**config.mk**
```make
export PLATFORM = sky130hd
export DESIGN_NAME = lo_psync_monitor_flat
export DESIGN_NICKNAME = d
export VERILOG_FILES = /design/src/rtl/lo_psync_monitor_pkg.sv /design/src/rtl/lo_psync_monitor_if.sv /design/src/rtl/lo_psync_monitor_chacc.sv /design/src/rtl/lo_psync_monitor.sv /design/src/flat_wrapper.sv
export SDC_FILE = /design/constraint.sdc
export NUM_CORES = 1
export LEC_CHECK = 0
export ABC_AREA = 1
export CAP_MARGIN = 20
export CELL_PAD_IN_SITES_DETAIL_PLACEMENT = 1
export CELL_PAD_IN_SITES_GLOBAL_PLACEMENT = 1
export CORE_ASPECT_RATIO = 0.8
export CORE_MARGIN = 3
export CORE_UTILIZATION = 38
export CTS_BUF_LIST = sky130_fd_sc_hd__clkbuf_8
export CTS_CLUSTER_DIAMETER = 200
export DETAILED_ROUTE_END_ITERATION = 6
export HOLD_SLACK_MARGIN = 0.05
export PLACE_DENSITY = 0.8
export REMOVE_ABC_BUFFERS = 1
export SLEW_MARGIN = 20
export SYNTH_ARGS = -nofsm -noshare
export SYNTH_HDL_FRONTEND = slang
export SYNTH_HIERARCHICAL = 1
export SYNTH_SLANG_ARGS = --single-unit
```
**constraint.sdc**
```tcl
create_clock -name REF -period 3.3 [get_ports REF]
set_input_delay 0.66 -clock REF [delete_from_list [all_inputs] [get_ports REF]]
set_output_delay 0.66 -clock REF [all_outputs]
set_load 0.03 [all_outputs]
```
**src/rtl/lo_psync_monitor_pkg.sv**
```systemverilog
// Shared types and helpers for the LO phase-sync monitor: state codes, default widths
// and the wrapped signed phase-error function used by every channel.
package lo_psync_pkg;

    localparam int PW_DEF       = 10;
    localparam int AVG_LOG2_DEF = 4;
    localparam int ACC_W        = PW_DEF + AVG_LOG2_DEF;

    typedef enum logic [2:0] {
        ST_IDLE   = 3'd0,
        ST_SETTLE = 3'd1,
        ST_ACCUM  = 3'd2,
        ST_CHECK  = 3'd3
    } state_e;

    // (lo - dig) mod 2^pw, returned sign-extended so a full turn maps to -2^(pw-1)..2^(pw-1)-1
    function automatic logic signed [31:0] wrap_err(input logic [31:0] lo,
                                                    input logic [31:0] dig,
                                                    input int          pw);
        logic [31:0] mask;
        logic [31:0] d;
        mask = (32'd1 << pw) - 32'd1;
        d    = (lo - dig) & mask;
        if (d[pw-1])
            d = d | ~mask;
        return $signed(d);
    endfunction

endpackage

```
**src/rtl/lo_psync_monitor_if.sv**
```systemverilog
// Sample/config/status bundle of the LO phase-sync monitor; the DUT side is the slave.
interface lo_psync_monitor_if #(
    parameter int NCH   = 2,
    parameter int PW    = 10,
    parameter int SET_W = 8
);
    logic                 EN;
    logic                 SMP_VLD;
    logic [NCH*PW-1:0]    LO_PHASE;
    logic [PW-1:0]        DIG_PHASE;
    logic [PW-2:0]        THR;
    logic [SET_W-1:0]     SETTLE_CYC;
    logic [NCH*PW-1:0]    AVG_PHE;
    logic                 AVG_VLD;
    logic [NCH-1:0]       LOCK;
    logic [2:0]           STATE;

    modport master (
        output EN, SMP_VLD, LO_PHASE, DIG_PHASE, THR, SETTLE_CYC,
        input  AVG_PHE, AVG_VLD, LOCK, STATE
    );

    modport slave (
        input  EN, SMP_VLD, LO_PHASE, DIG_PHASE, THR, SETTLE_CYC,
        output AVG_PHE, AVG_VLD, LOCK, STATE
    );
endinterface

```
**src/rtl/lo_psync_monitor_chacc.sv**
```systemverilog
// One LO channel: wrapped phase error, window accumulator, average register,
// |avg| threshold compare, consecutive-hit counter and LOCK flag.
module lo_psync_chacc
    import lo_psync_pkg::*;
#(
    parameter int PW       = 10,
    parameter int AVG_LOG2 = 4,
    parameter int LOCK_WIN = 3
) (
    input  logic          REF,
    input  logic          ARST,
    input  logic          clr,
    input  logic          add,
    input  logic          load,
    input  logic          check,
    input  logic [PW-1:0] lo,
    input  logic [PW-1:0] dig,
    input  logic [PW-2:0] thr,
    output logic [PW-1:0] avg,
    output logic          lock
);

    localparam int CW = PW + AVG_LOG2;
    localparam int HW = $clog2(LOCK_WIN + 1);

    logic signed [CW-1:0] err_ext;
    logic signed [CW-1:0] acc;
    logic signed [CW-1:0] sum;
    logic [PW-1:0]        avg_next;
    logic [PW-1:0]        avg_neg;
    logic [PW-2:0]        mag;
    logic                 in_thr;
    logic [HW-1:0]        hit;

    assign err_ext  = CW'(wrap_err(32'(lo), 32'(dig), PW));
    assign sum      = acc + err_ext;
    // Taking the upper PW bits is the arithmetic shift by AVG_LOG2 (floor toward -inf)
    assign avg_next = sum[CW-1:AVG_LOG2];
    assign avg_neg  = -avg_next;

    always_comb begin
        mag = avg_next[PW-2:0];
        if (avg_next[PW-1])
            mag = avg_neg[PW-1] ? '1 : avg_neg[PW-2:0];
    end

    assign in_thr = (mag <= thr);

    always_ff @(posedge REF or posedge ARST) begin
        if (ARST) begin
            acc  <= '0;
            avg  <= '0;
            hit  <= '0;
            lock <= 1'b0;
        end else if (clr) begin
            acc  <= '0;
            hit  <= '0;
            lock <= 1'b0;
        end else if (check) begin
            avg <= avg_next;
            acc <= '0;
            if (in_thr) begin
                if (hit != HW'(LOCK_WIN))
                    hit <= hit + HW'(1);
                if (hit >= HW'(LOCK_WIN - 1))
                    lock <= 1'b1;
            end else begin
                hit  <= '0;
                lock <= 1'b0;
            end
        end else if (load) begin
            acc <= err_ext;
        end else if (add) begin
            acc <= sum;
        end
    end

endmodule

```
**src/rtl/lo_psync_monitor.sv**
```systemverilog
// LO phase-sync monitor top: sequencing FSM, settle/sample counters, per-channel
// accumulators and output packing.
//
// state  | meaning
// IDLE   | disabled, channel state held cleared
// SETTLE | discarding the first SETTLE_CYC valid samples after enable
// ACCUM  | summing errors of the current 2^AVG_LOG2-sample window
// CHECK  | new average/LOCK visible, AVG_VLD high; a sample here opens the next window
module lo_psync_monitor
    import lo_psync_pkg::*;
#(
    parameter int NCH      = 2,
    parameter int PW       = 10,
    parameter int AVG_LOG2 = 4,
    parameter int LOCK_WIN = 3,
    parameter int SET_W    = 8
) (
    input  logic               REF,
    input  logic               ARST,
    lo_psync_monitor_if.slave  bus
);

    localparam logic [2:0] S_IDLE   = ST_IDLE;
    localparam logic [2:0] S_SETTLE = ST_SETTLE;
    localparam logic [2:0] S_ACCUM  = ST_ACCUM;
    localparam logic [2:0] S_CHECK  = ST_CHECK;

    logic [2:0]          state;
    logic [SET_W-1:0]    settle_cnt;
    logic [SET_W:0]      settle_nxt;
    logic                settle_done;
    logic [AVG_LOG2-1:0] smp_cnt;
    logic                smp_last;
    logic                take;
    logic                clr;
    logic                add;
    logic                load;
    logic                check;
    logic [NCH*PW-1:0]   avg_pk;
    logic [NCH-1:0]      lock_v;

    assign settle_nxt  = {1'b0, settle_cnt} + (SET_W+1)'(1);
    // >= rather than == so a SETTLE_CYC lowered mid-settle cannot strand the FSM
    assign settle_done = (settle_nxt >= {1'b0, bus.SETTLE_CYC});
    assign smp_last    = (smp_cnt == '1);
    assign take        = bus.EN & bus.SMP_VLD;

    assign clr   = ~bus.EN | (state == S_IDLE);
    assign add   = take & (state == S_ACCUM) & ~smp_last;
    assign check = take & (state == S_ACCUM) &  smp_last;
    assign load  = take & (state == S_CHECK);

    always_ff @(posedge REF or posedge ARST) begin
        if (ARST) begin
            state      <= S_IDLE;
            settle_cnt <= '0;
            smp_cnt    <= '0;
        end else if (!bus.EN) begin
            state      <= S_IDLE;
            settle_cnt <= '0;
            smp_cnt    <= '0;
        end else begin
            case (state)
                S_IDLE: begin
                    settle_cnt <= '0;
                    smp_cnt    <= '0;
                    state      <= (bus.SETTLE_CYC == '0) ? S_ACCUM : S_SETTLE;
                end
                S_SETTLE: begin
                    if (bus.SMP_VLD) begin
                        if (settle_done) begin
                            state   <= S_ACCUM;
                            smp_cnt <= '0;
                        end else begin
                            settle_cnt <= settle_nxt[SET_W-1:0];
                        end
                    end
                end
                S_ACCUM: begin
                    if (bus.SMP_VLD) begin
                        smp_cnt <= smp_cnt + AVG_LOG2'(1);
                        if (smp_last)
                            state <= S_CHECK;
                    end
                end
                S_CHECK: begin
                    state   <= S_ACCUM;
                    smp_cnt <= bus.SMP_VLD ? AVG_LOG2'(1) : '0;
                end
                default: begin
                    state      <= S_IDLE;
                    settle_cnt <= '0;
                    smp_cnt    <= '0;
                end
            endcase
        end
    end

    for (genvar k = 0; k < NCH; k++) begin : g_ch
        lo_psync_chacc #(
            .PW       (PW),
            .AVG_LOG2 (AVG_LOG2),
            .LOCK_WIN (LOCK_WIN)
        ) u_chacc (
            .REF   (REF),
            .ARST  (ARST),
            .clr   (clr),
            .add   (add),
            .load  (load),
            .check (check),
            .lo    (bus.LO_PHASE[k*PW +: PW]),
            .dig   (bus.DIG_PHASE),
            .thr   (bus.THR),
            .avg   (avg_pk[k*PW +: PW]),
            .lock  (lock_v[k])
        );
    end

    assign bus.AVG_PHE = avg_pk;
    assign bus.AVG_VLD = (state == S_CHECK);
    assign bus.LOCK    = lock_v;
    assign bus.STATE   = state;

endmodule
```
**src/flat_wrapper.sv**
```systemverilog
// flat-port wrapper written by rule: the top's interface ports become plain ports
module lo_psync_monitor_flat import lo_psync_pkg::*;
#(
    parameter int NCH      = 2,
    parameter int PW       = 10,
    parameter int AVG_LOG2 = 4,
    parameter int LOCK_WIN = 3,
    parameter int SET_W    = 8
)
  (REF, ARST, bus_EN, bus_SMP_VLD, bus_LO_PHASE, bus_DIG_PHASE, bus_THR, bus_SETTLE_CYC, bus_AVG_PHE, bus_AVG_VLD, bus_LOCK, bus_STATE);
  lo_psync_monitor_if #(.NCH(NCH), .PW(PW), .SET_W(SET_W)) bus_i ();
  input  logic REF;
  input  logic ARST;
  input wire logic [$bits(bus_i.EN)-1:0] bus_EN;
  input wire logic [$bits(bus_i.SMP_VLD)-1:0] bus_SMP_VLD;
  input wire logic [$bits(bus_i.LO_PHASE)-1:0] bus_LO_PHASE;
  input wire logic [$bits(bus_i.DIG_PHASE)-1:0] bus_DIG_PHASE;
  input wire logic [$bits(bus_i.THR)-1:0] bus_THR;
  input wire logic [$bits(bus_i.SETTLE_CYC)-1:0] bus_SETTLE_CYC;
  output wire logic [$bits(bus_i.AVG_PHE)-1:0] bus_AVG_PHE;
  output wire logic [$bits(bus_i.AVG_VLD)-1:0] bus_AVG_VLD;
  output wire logic [$bits(bus_i.LOCK)-1:0] bus_LOCK;
  output wire logic [$bits(bus_i.STATE)-1:0] bus_STATE;
  assign bus_i.EN = bus_EN;
  assign bus_i.SMP_VLD = bus_SMP_VLD;
  assign bus_i.LO_PHASE = bus_LO_PHASE;
  assign bus_i.DIG_PHASE = bus_DIG_PHASE;
  assign bus_i.THR = bus_THR;
  assign bus_i.SETTLE_CYC = bus_SETTLE_CYC;
  assign bus_AVG_PHE = bus_i.AVG_PHE;
  assign bus_AVG_VLD = bus_i.AVG_VLD;
  assign bus_LOCK = bus_i.LOCK;
  assign bus_STATE = bus_i.STATE;
  lo_psync_monitor #(.NCH(NCH), .PW(PW), .AVG_LOG2(AVG_LOG2), .LOCK_WIN(LOCK_WIN), .SET_W(SET_W)) u_core (.REF(REF), .ARST(ARST), .bus(bus_i));
endmodule
```
==> run metrics, run 1 <==
global-route congestion overflow total=0; Layout Utilization=0.660; Most Frequent Cell on Critical Path=nand2_1; Non-Filler Instances=1798; worst rel slew slack=0.503; failing checks=setup timing; Worst-Margin Slew=0.744 ns; die area=0.0222 mm²; clk sinks=68; Final min period=5.15 ns; 1st-iter DRT viols=around 1400; CTS Buf Count=9; hold buffers post-CTS=0; Final setup violation count=26; DRC viols=0; LEAKAGE=about 6.6 nW; crit path to=u_core/g_ch[1].u_chacc/hit[1]$_DFFE_PP0P_; dominant synthesized flop cell=dfrtp_1; Critical Path End Type=flop; FF-to-FF path depth=28; WP data required=approximately 3.6 ns; antenna violations before repair=2; clock root buffer=clkbuf_8; number of routed nets with antenna violations=0; first-pass GRT wire length=63100 µm; Layout area overhead=69.5%; synthesized area per cell=6.41 µm²; FMAX=194 MHz; core box area=0.0199 mm²; synthesized flop and latch total=68; YS warnings=6; clock tree from TritonCTS=done; cells after synthesis=1211; Reg clk slew, reported paths=0.11 ns; Worst path slowest cell=fa_2; drt wl/cell=29.1 µm; vias=11490; GRT Resource Usage Total=0.358; pin count of the biggest net entering global routing=28; max cap viols=0; worst setup path startpoint=bus_DIG_PHASE[0]; worst hold slack=0.525 ns; Die Width=166 µm; number of port buffers=75; Netlist cell types=50; EDFF count, synth=0; startpoint types=input pin; vias in the first global route=around 11000; largest fanout on the critical path=4; post-detail-place hpwl=22400 µm; critical path class=in -> reg; Setup WS post-layout=-1.85 ns; Final Cell Area=0.0132 mm²; Mapped Area=a little under 0.008 mm²; Clock Path Buffers=2; Post-Place Cells=1716; nets@finish=1665; Die H=134 µm; CP Data Arrival Time=about 5.5 ns; final clock skew=just over 0.03 ns; router iterations before antenna repair=7; Min-Delay Path Class=reg -> reg; outcome=finished with violations; I/O pins=77; total routed wirelength=52400 µm; H-tree depth=3; Cell Area, Placed=0.0101 mm²; FP Rows=46; CP max stage delay=0.34 ns; R2R Path End=u_core/g_ch[1].u_chacc/hit[1]$_DFFE_PP0P_; RSZ-0062 raised after global routing=true; count of final hold-check violations=0; Clock Latency Late Sink=0.43 ns; gpl congestion=0.870; final count of pins violating max slew=0; Critical R2R Launch=u_core/g_ch[1].u_chacc/acc[0]$_DFFE_PP0P_; share of post-route cells with drive strength above 1=0.480; Via density=6.39; Initial Util=0.390; PD cells=1100 mW/mm²; sequential-to-total area share from yosys stat=0.219; final period utilization=1.56; FF-to-FF setup slack=-0.92 ns; Worst VDD drop=0.000543 V; async set or reset register ratio after synthesis=1.00
==> logic make-up (layout without fill, tap and decap cells) <==
group | Yosys count | after routing | synth area share
compound gates | 136 | 136 | 0.100
xor+xnor | 18 | 18 | 0.0203
fa+ha+maj | 86 | 86 | 0.143
buf+inv | 225 | 545 | 0.112
flops | 68 | 68 | 0.219
other cells | 1 | 2 | 0.000483
simple gates | 677 | 679 | 0.405
==> cells in the final DEF (no fill, tap or decap), types with 7 or more instances in the layout <==
master / count
nand3b_1: 10
nand3_2: 43
dfrtp_1: 68
buf_4: 210
a21oi_4: 16
clkdlybuf4s50_1: 48
inv_2: 46
nor2_4: 27
clkbuf_2: 7
nor2_1: 56
ha_4: 54
buf_2: 7
nor3_2: 8
nand3_4: 15
a21oi_2: 20
nand2_8: 8
buf_6: 29
nand2_4: 47
nand2_1: 253
nand4_1: 17
ha_1: 27
xor2_1: 9
o21ai_2: 13
nand3_1: 52
nor2_2: 17
o21ai_0: 42
nand2_2: 110
clkbuf_8: 9
o21ai_1: 12
inv_1: 157
a21oi_1: 11
==> state kept, by name, summed over array words and instances, names as in the netlist <==
register and count:
u_core/bus.STATE 2, u_core/g_ch.u_chacc/acc 28, u_core/g_ch.u_chacc/avg 20, u_core/g_ch.u_chacc/hit 4, u_core/g_ch.u_chacc/lock 2, u_core/settle_cnt 8
u_core/smp_cnt 4
==> cell usage after synthesis, types with 5 or more instances <==
library cell / instances / area, µm²
nand3_2: 10 / 100
nand4_1: 17 / 106
inv_2: 12 / 45.0
o211ai_1: 5 / 37.5
nand2_4: 9 / 101
xor2_1: 13 / 114
dfrtp_1: 68 / 1700
nand3_1: 97 / 485
or2_2: 5 / 31.3
inv_1: 198 / 743
a21oi_1: 42 / 210
nor2_2: 13 / 81.3
ha_1: 82 / 1030
o21ai_0: 61 / 305
xnor2_1: 5 / 43.8
nor2_1: 83 / 312
nand2_1: 384 / 1440
nand3b_1: 10 / 75.1
nand2_2: 23 / 144
o21ai_1: 6 / 30.0
nor3_1: 8 / 40.0
clkbuf_1: 7 / 26.3
==> where the power goes <==
| part | switching, mW | internal (mW) | leakage [nW] |
|---|---|---|---|
| Sequential | 0.252 | 1.01 | 0.925 |
| Combinational | 7.44 | 4.95 | 5.59 |
| Clock | 0.499 | 0.355 | 0.104 |
==> per-stage QoR <==
| stage | TNS, ns | setup WS (ns) | total power, mW |
|---|---|---|---|
| finish | -13.72 | -1.85 | 14.5 |
| detailed placement | -40.23 | -2.40 | 7.80 |
| global route | -15.67 | -2.01 | 14.8 |
| floorplan | -14.07 | -1.10 | 4.89 |
| CTS | -6.04 | -1.10 | 10.5 |
| global placement | -32.73 | -2.04 | 7.48 |
==> layer usage <==
| layer | up-vias | GRT usage | wire length, µm |
|---|---|---|---|
| li1 | 4489 | - | - |
| met1 | 5521 | 0.412 | 19000 |
| met2 | 1031 | 0.622 | 23400 |
| met3 | 447 | 0.0843 | 5170 |
| met4 | 2 | 0.190 | 4760 |
| met5 | - | 0 | 20 |
==> critical path, delay by kind of cell <==
kind	cells	cell delay (ns)
compound gates	3	0.55
simple gates	21	2.53
buf+inv	3	0.27
fa+ha+maj	4	1.08
xor+xnor	1	0.34
==> layout make-up <==
| cell class | count | area, µm² |
|---|---|---|
| Fill cell | 2418 | 6760 |
| Timing Repair Buffer | 316 | 2630 |
| Inverter | 213 | 823 |
| Antenna cell | 1 | 2.50 |
| Clock buffer | 9 | 124 |
| Clock inverter | 7 | 75.1 |
| Multi-Input combinational cell | 920 | 7470 |
| Tap cell | 264 | 330 |
| Sequential cell | 68 | 1700 |
==> worst min path at each step <==
stage                                              startpoint                                        end  slack [ns]  cells past startpoint
floorplan                    u_core/settle_cnt[3]$_DFFE_PP0P_           u_core/settle_cnt[3]$_DFFE_PP0P_        0.44                      2
global placement             u_core/settle_cnt[3]$_DFFE_PP0P_           u_core/settle_cnt[3]$_DFFE_PP0P_        0.46                      2
CTS                 u_core/g_ch[1].u_chacc/avg[1]$_DFFE_PP0P_  u_core/g_ch[1].u_chacc/avg[1]$_DFFE_PP0P_        0.50                      2
finish              u_core/g_ch[0].u_chacc/acc[2]$_DFFE_PP0P_  u_core/g_ch[0].u_chacc/acc[2]$_DFFE_PP0P_        0.53                      2
global route        u_core/g_ch[0].u_chacc/acc[2]$_DFFE_PP0P_  u_core/g_ch[0].u_chacc/acc[2]$_DFFE_PP0P_        0.56                      2
detailed placement  u_core/g_ch[1].u_chacc/avg[8]$_DFFE_PP0P_  u_core/g_ch[1].u_chacc/avg[8]$_DFFE_PP0P_        0.47                      2
==> what timing repair did <==
item | in CTS | in global routing
pin swaps | 139 | 135
cloned | 2 | 0
endpoints found under the setup margin | 42 | 33
gates resized for setup | 351 | 260
setup buffers | 44 | 20
endpoints found under the hold margin | 0 | 0
No activity file was read; power rests on OpenSTA's default activity.
==> run 2: changes to the inputs <==
==> constraint.sdc (replaced) <==
create_clock -name REF -period 3.3 [get_ports REF]
set_input_delay 0.495 -clock REF [delete_from_list [all_inputs] [get_ports REF]]
set_output_delay 0.495 -clock REF [all_outputs]
set_load 0.03 [all_outputs]
==> run 2 against run 1 <==
Net effect:
- the run still ends with setup timing left
- maximum frequency grew 4.2%
- largest cell class unchanged
- die area is the same
- register-to-register slack lost 0.18 ns
- first-iteration DRC count shrank 10%
- combinational power shrank 5%
- global-route usage shrank 2.2 points
- sequential share of layout area is essentially flat
- critical path depth shrank 3
- wire length shrank 0.42%
- worst setup slack gained 0.21 ns
- highest routed layer is now met4
- power shrank 3.9%
==> run metrics, run 2 (synthesis results as in run 1) <==
I/O pins=77; switching share of power=0.562; Clock Path Buffers=2; Final Cell Area=between 0.01 and 0.015 mm²; Setup WS post-layout=-1.65 ns; FF-to-FF setup slack=-1.10 ns; clk sinks=68; FP Rows=46; Critical Path End Type=flop; Die H=134 µm; met1 WL=18200 µm; DRC viols=0; critical path depth in cells=29; largest fanout on the critical path=7; Reg clk slew, reported paths=0.09 ns; startpoint types=input pin; 1st-iter DRT viols=~1200; Via density=6.29; drt wl/cell=~29 µm; clock root buffer=clkbuf_8; final setup TNS=-11.26 ns; Non-Filler Instances=1818; critical path class=in -> reg; pin count of the biggest net entering global routing=32; RSZ-0062 raised after global routing=true; worst rel slew slack=0.518; number of routed nets with antenna violations=0; crit path to=u_core/g_ch[1].u_chacc/hit[0]$_DFFE_PP0P_; final period utilization=1.50; outcome=finished with violations; routed length on met2=23500 µm; Buf+Inv Stages, Crit Path=3; FMAX=202 MHz; Clock Latency Late Sink=0.43 ns; worst hold slack=0.504 ns; Cell Area, Placed=0.0101 mm²; origin of the worst min-delay path=u_core/g_ch[0].u_chacc/avg[0]$_DFFE_PP0P_; Layout Utilization=0.662; Critical R2R Launch=u_core/g_ch[0].u_chacc/acc[0]$_DFFE_PP0P_; max reg flops=28; vias=11440; switching pwr=7.83 mW; PnR Total Power=13.9 mW; Post-Place Cells=1719; PD cells=1060 mW/mm²; total routed wirelength=52200 µm; hold buffers post-CTS=0; Int Power=6.11 mW; Top reg by flops=u_core/g_ch.u_chacc/acc; Worst-Margin Slew=0.721 ns; R2R Path End=u_core/g_ch[0].u_chacc/hit[1]$_DFFE_PP0P_; die area=0.0222 mm²; core box area=0.0199 mm²; router iterations before antenna repair=6; Largest regs=u_core/g_ch.u_chacc/acc x28, u_core/g_ch.u_chacc/avg x20, u_core/settle_cnt x8; vias in the first global route=between 10000 and 15000; count of final hold-check violations=0; Layout area overhead=69.9%; Gate power share=0.849; CP Data Arrival Time=5.29 ns; WP data required=3.64 ns; final clock skew=roughly 0.033 ns; Die Width=166 µm; global-route congestion overflow total=0; clock tree from TritonCTS=done; post-detail-place hpwl=between 20000 and 25000 µm; CP max stage delay=0.61 ns; Clk pwr share=0.060; Crit path max-delay family=simple AND/OR/NAND/NOR gates; final count of pins violating max slew=0; Final setup violation count=18; nets@finish=1685; Worst path slowest cell=clkdlybuf4s50_1; LEAKAGE=6.66 nW; Worst VDD drop=0.000428 V; commonest non-fill, non-tap cell in the layout=nand2_1; number of port buffers=75; failing checks=setup timing; antenna violations before repair=1; pre-CTS setup slack=-2.09 ns; CTS Buf Count=9; Top Layer Used=met4; wire length on met3=4990 µm; FF-to-FF path depth=26; gpl congestion=0.877; first-pass GRT wire length=59400 µm; H-tree depth=3; most frequent cells in the layout=nand2_1, buf_4, inv_1; Final min period=4.95 ns; Initial Util=0.390; GRT Resource Usage Total=0.336; max cap viols=0; Min-Delay Path Class=reg -> reg; share of post-route cells with drive strength above 1=0.474; sequential power share=0.091; worst setup path startpoint=bus_DIG_PHASE[9]; Most Frequent Cell on Critical Path=nand2_1
## run 2: layout make-up
class | instances | area [µm²]
repair buffers | 337 | 2760
flip-flops and latches | 68 | 1700
clock buffers | 9 | 124
fillers | 2410 | 6740
diodes | 1 | 2.50
inverters | 213 | 822
multi-input cells | 919 | 7360
clock inverters | 7 | 76.3
well taps | 264 | 330
## run 2: timing repair
| action | 4_1_cts | 5_1_grt |
|---|---|---|
| buffers inserted | 42 | 41 |
| gates resized for setup | 276 | 312 |
| endpoints found under the setup margin | 36 | 24 |
| pin swaps | 130 | 158 |
| gates cloned | 1 | 0 |
## run 2: routing by layer
layer | up-vias | track usage
li1 | 4521 | -
met1 | 5499 | 0.383
met2 | 956 | 0.591
met3 | 464 | 0.0669
met4 | 0 | 0.189
met5 | - | 0
## run 2: worst min path at each step
stage	endpoint	slack [ns]	depth (start not counted)
6_report	u_core/g_ch[0].u_chacc/avg[0]$_DFFE_PP0P_	0.50	2
5_1_grt	u_core/g_ch[1].u_chacc/avg[4]$_DFFE_PP0P_	0.53	2
4_1_cts	u_core/g_ch[1].u_chacc/avg[4]$_DFFE_PP0P_	0.50	2
3_5_place_dp	u_core/g_ch[1].u_chacc/avg[4]$_DFFE_PP0P_	0.48	2
3_3_place_gp	u_core/settle_cnt[3]$_DFFE_PP0P_	0.46	2
2_1_floorplan	u_core/bus.STATE[0]$_DFFE_PP0P_	0.38	1
## run 2: worst register-to-register path: stages (launching register included)
cell and delay, ns:
dfrtp_1 0.45, ha_1 0.22, inv_1 0.07, fa_1 0.47, inv_1 0.13, nand3_1 0.15
nand2_2 0.16, nand2_1 0.08, nand2_2 0.11, nand3_1 0.12, nor2_2 0.19, nand2_2 0.12
nor2_4 0.14, nand2_4 0.09, inv_2 0.10, nand2_2 0.09, nand3_1 0.10, ha_1 0.26
a21oi_1 0.28, o21ai_1 0.13, a21oi_1 0.22, o21ai_1 0.12, nand2_1 0.12, nand2_2 0.10
nor3_4 0.15, nand2_1 0.09, nand2_1 0.07
## run 2: power by group through the flow
stage	Clock, mW	Sequential, mW	Combinational, mW
finish	0.838	1.27	11.8
global route	0.859	1.27	12.1
CTS	0.776	1.19	7.88
detailed placement	0	1.17	6.61
global placement	0	1.17	6.31
floorplan	0	1.16	3.73
==> run 3: changes to the inputs <==
CORE_UTILIZATION = 35   (was 38)
PLACE_DENSITY = 0.75   (was 0.8)
RECOVER_POWER = 25   (was not set)
==> run 3 against run 2 <==
Net effect:
- the run ends with capacitance limit, slew limit, setup timing left
- cell area rose by 1.1%
- maximum frequency is 2.2% higher
- register-to-register slack improved by 0.31 ns
- non-clock buffer count down 20
- core utilization decreased by 4.7 points
==> run metrics, run 3 (synthesis results as in run 1) <==
I/O pins=a little under 80; Top reg by flops=u_core/g_ch.u_chacc/acc; WP data required=3.59 ns; final setup TNS=-10.21 ns; Worst VDD drop=0.000339 V; clock root buffer=clkbuf_8; worst setup path startpoint=bus_DIG_PHASE[0]; Worst path slowest cell=fa_2; final period utilization=1.47; Reg clk slew, reported paths=0.09 ns; Non-Filler Instances=1835; Buf+Inv Stages, Crit Path=7; Worst-Margin Slew=1.89 ns; final clock skew=0.0186 ns; largest fanout on the critical path=3; router iterations before antenna repair=7; FF-to-FF path depth=25; FF-to-FF setup slack=-0.79 ns; GRT Resource Usage Total=0.320; worst hold slack=about 0.50 ns; critical path depth in cells=32; Cell Area, Placed=~0.010 mm²; critical path class=in -> reg; gpl congestion=0.917; CP Data Arrival Time=5.13 ns; commonest non-fill, non-tap cell in the layout=nand2_1; core box area=0.0217 mm²; startpoint types=input pin; Crit path max-delay family=simple AND/OR/NAND/NOR gates; nets@finish=around 1700; Final min period=4.84 ns; Critical R2R Launch=u_core/g_ch[1].u_chacc/acc[0]$_DFFE_PP0P_; Clock Path Buffers=2; vias in the first global route=10988; die area=approximately 0.024 mm²; Die Width=roughly 170 µm; CTS Buf Count=9; Setup WS post-layout=-1.54 ns; share of post-route cells with drive strength above 1=0.484; CP max stage delay=0.34 ns; drt wl/cell=25.5 µm; count of final hold-check violations=0; final count of pins violating max slew=28; RSZ-0062 raised after global routing=true; Fillers=2586; H-tree depth=3; Largest regs=u_core/g_ch.u_chacc/acc x28, u_core/g_ch.u_chacc/avg x20, u_core/settle_cnt x8; Die H=139 µm; FP Rows=48; LEAKAGE=6.64 nW; Layout area overhead=71.8%; clock tree from TritonCTS=done; Initial Util=0.358; Most Frequent Cell on Critical Path=nand2_1; max cap viols=1; post-detail-place hpwl=~22000 µm; vias=approximately 11000; total routed wirelength=~47000 µm; Via density=5.97; Post-Place Cells=~1800; number of port buffers=75; Min-Delay Path Class=reg -> reg; FMAX=between 200 and 250 MHz; pin count of the biggest net entering global routing=32; crit path to=u_core/g_ch[1].u_chacc/hit[0]$_DFFE_PP0P_; global-route congestion overflow total=0; hold buffers post-CTS=0; R2R Path End=u_core/g_ch[1].u_chacc/hit[0]$_DFFE_PP0P_; most frequent cells in the layout=nand2_1, buf_4, inv_1; PD cells=1050 mW/mm²; outcome=finished with violations; max reg flops=28; clk sinks=68; 1st-iter DRT viols=979; antenna violations before repair=1; Clock Latency Late Sink=around 0.42 ns; failing checks=capacitance limit, slew limit, setup timing; Critical Path End Type=flop; Final Cell Area=between 0.01 and 0.015 mm²; first-pass GRT wire length=59500 µm; Final setup violation count=16; worst rel slew slack=-0.261; DRC viols=0; number of routed nets with antenna violations=0
==> run 3: cell types whose count changed in the layout (fill, tap and decap cells not counted), sizes merged, moves of 2 or more <==
cell,delta
buf,-16
clkbuf,-5
bufinv,+2
clkinvlp,-2
==> run 3: area by class of cell <==
| cell class | instances | area [µm²] | share of cell area |
|---|---|---|---|
| antenna | 1 | 2.50 | 0.000188 |
| clock buffer | 9 | 124 | 0.00929 |
| clock inverter | 7 | 116 | 0.00873 |
| inverter | 213 | 815 | 0.0611 |
| multi-input combinational | 920 | 7590 | 0.569 |
| sequential | 68 | 1700 | 0.128 |
| tap | 300 | 375 | 0.0282 |
| timing repair buffer | 317 | 2610 | 0.195 |
==> run 3: worst min path at each step <==
| stage | startpoint | end | slack [ns] | cells past startpoint |
|---|---|---|---|---|
| after CTS | u_core/g_ch[1].u_chacc/avg[6]$_DFFE_PP0P_ | u_core/g_ch[1].u_chacc/avg[6]$_DFFE_PP0P_ | 0.49 | 2 |
| after detailed placement | u_core/g_ch[1].u_chacc/avg[6]$_DFFE_PP0P_ | u_core/g_ch[1].u_chacc/avg[6]$_DFFE_PP0P_ | 0.47 | 2 |
| after floorplan | ARST | u_core/bus.STATE[0]$_DFFE_PP0P_ | 0.38 | 1 |
| final | u_core/settle_cnt[3]$_DFFE_PP0P_ | u_core/settle_cnt[3]$_DFFE_PP0P_ | 0.50 | 2 |
| after global routing | u_core/g_ch[0].u_chacc/avg[1]$_DFFE_PP0P_ | u_core/g_ch[0].u_chacc/avg[1]$_DFFE_PP0P_ | 0.54 | 2 |
| after global placement | u_core/settle_cnt[3]$_DFFE_PP0P_ | u_core/settle_cnt[3]$_DFFE_PP0P_ | 0.46 | 2 |
==> run 3: what timing repair did <==
action / 4_1_cts / 5_1_grt
hold endpoints to repair: 0 / 0
pin swaps: 155 / 138
buffers inserted: 35 / 22
gates resized for setup: 411 / 213
gates cloned: 2 / 0
endpoints found under the setup margin: 39 / 18
==> run 3: power breakdown <==
group / internal, mW / total, mW / switching (mW)
clock: 0.501 / 0.946 / 0.444
sequential: 1.01 / 1.25 / 0.241
combinational: 4.85 / 11.8 / 6.96
total: 6.36 / 14.0 / 7.65
==> run 3: worst register-to-register path, cell delays in order (launching register included) <==
cell and delay, ns:
dfrtp_1 0.37, ha_1 0.18, inv_1 0.06, fa_1 0.42, inv_1 0.13, nand3_1 0.12
nand2_2 0.11, nand2_1 0.09, nand2_4 0.10, buf_4 0.15, nand3_4 0.11, o21ai_0 0.31
nand2_1 0.14, nand3b_1 0.20, nand2_1 0.14, inv_2 0.06, ha_4 0.26, nand2_2 0.07
inv_2 0.08, nand4_1 0.17, o21ai_2 0.19, nand2_2 0.09, o21ai_2 0.18, nor2_2 0.08
nand2_1 0.08, nand2_1 0.08
==> run 3: per-layer routing <==
layer / vias to the layer above / wire length [µm] / part of all wire / GRT usage
met4: 0 / 3860 / 0.082 / 0.166
li1: 4486 / - / - / -
met5: - / 0 / 0 / 0
met2: 759 / 22400 / 0.48 / 0.555
met3: 336 / 3590 / 0.077 / 0.0616
met1: 5366 / 17000 / 0.36 / 0.370
==> run 3: through the flow <==
stage	worst slack, ns	utilization	total power, mW
5_1_grt	-1.64	0.615	14.5
3_3_place_gp	-2.05	0.472	7.57
3_5_place_dp	-2.17	0.472	7.85
6_report	-1.54	0.615	14.0
2_1_floorplan	-0.936	-	4.89
4_1_cts	-0.939	0.567	10.9
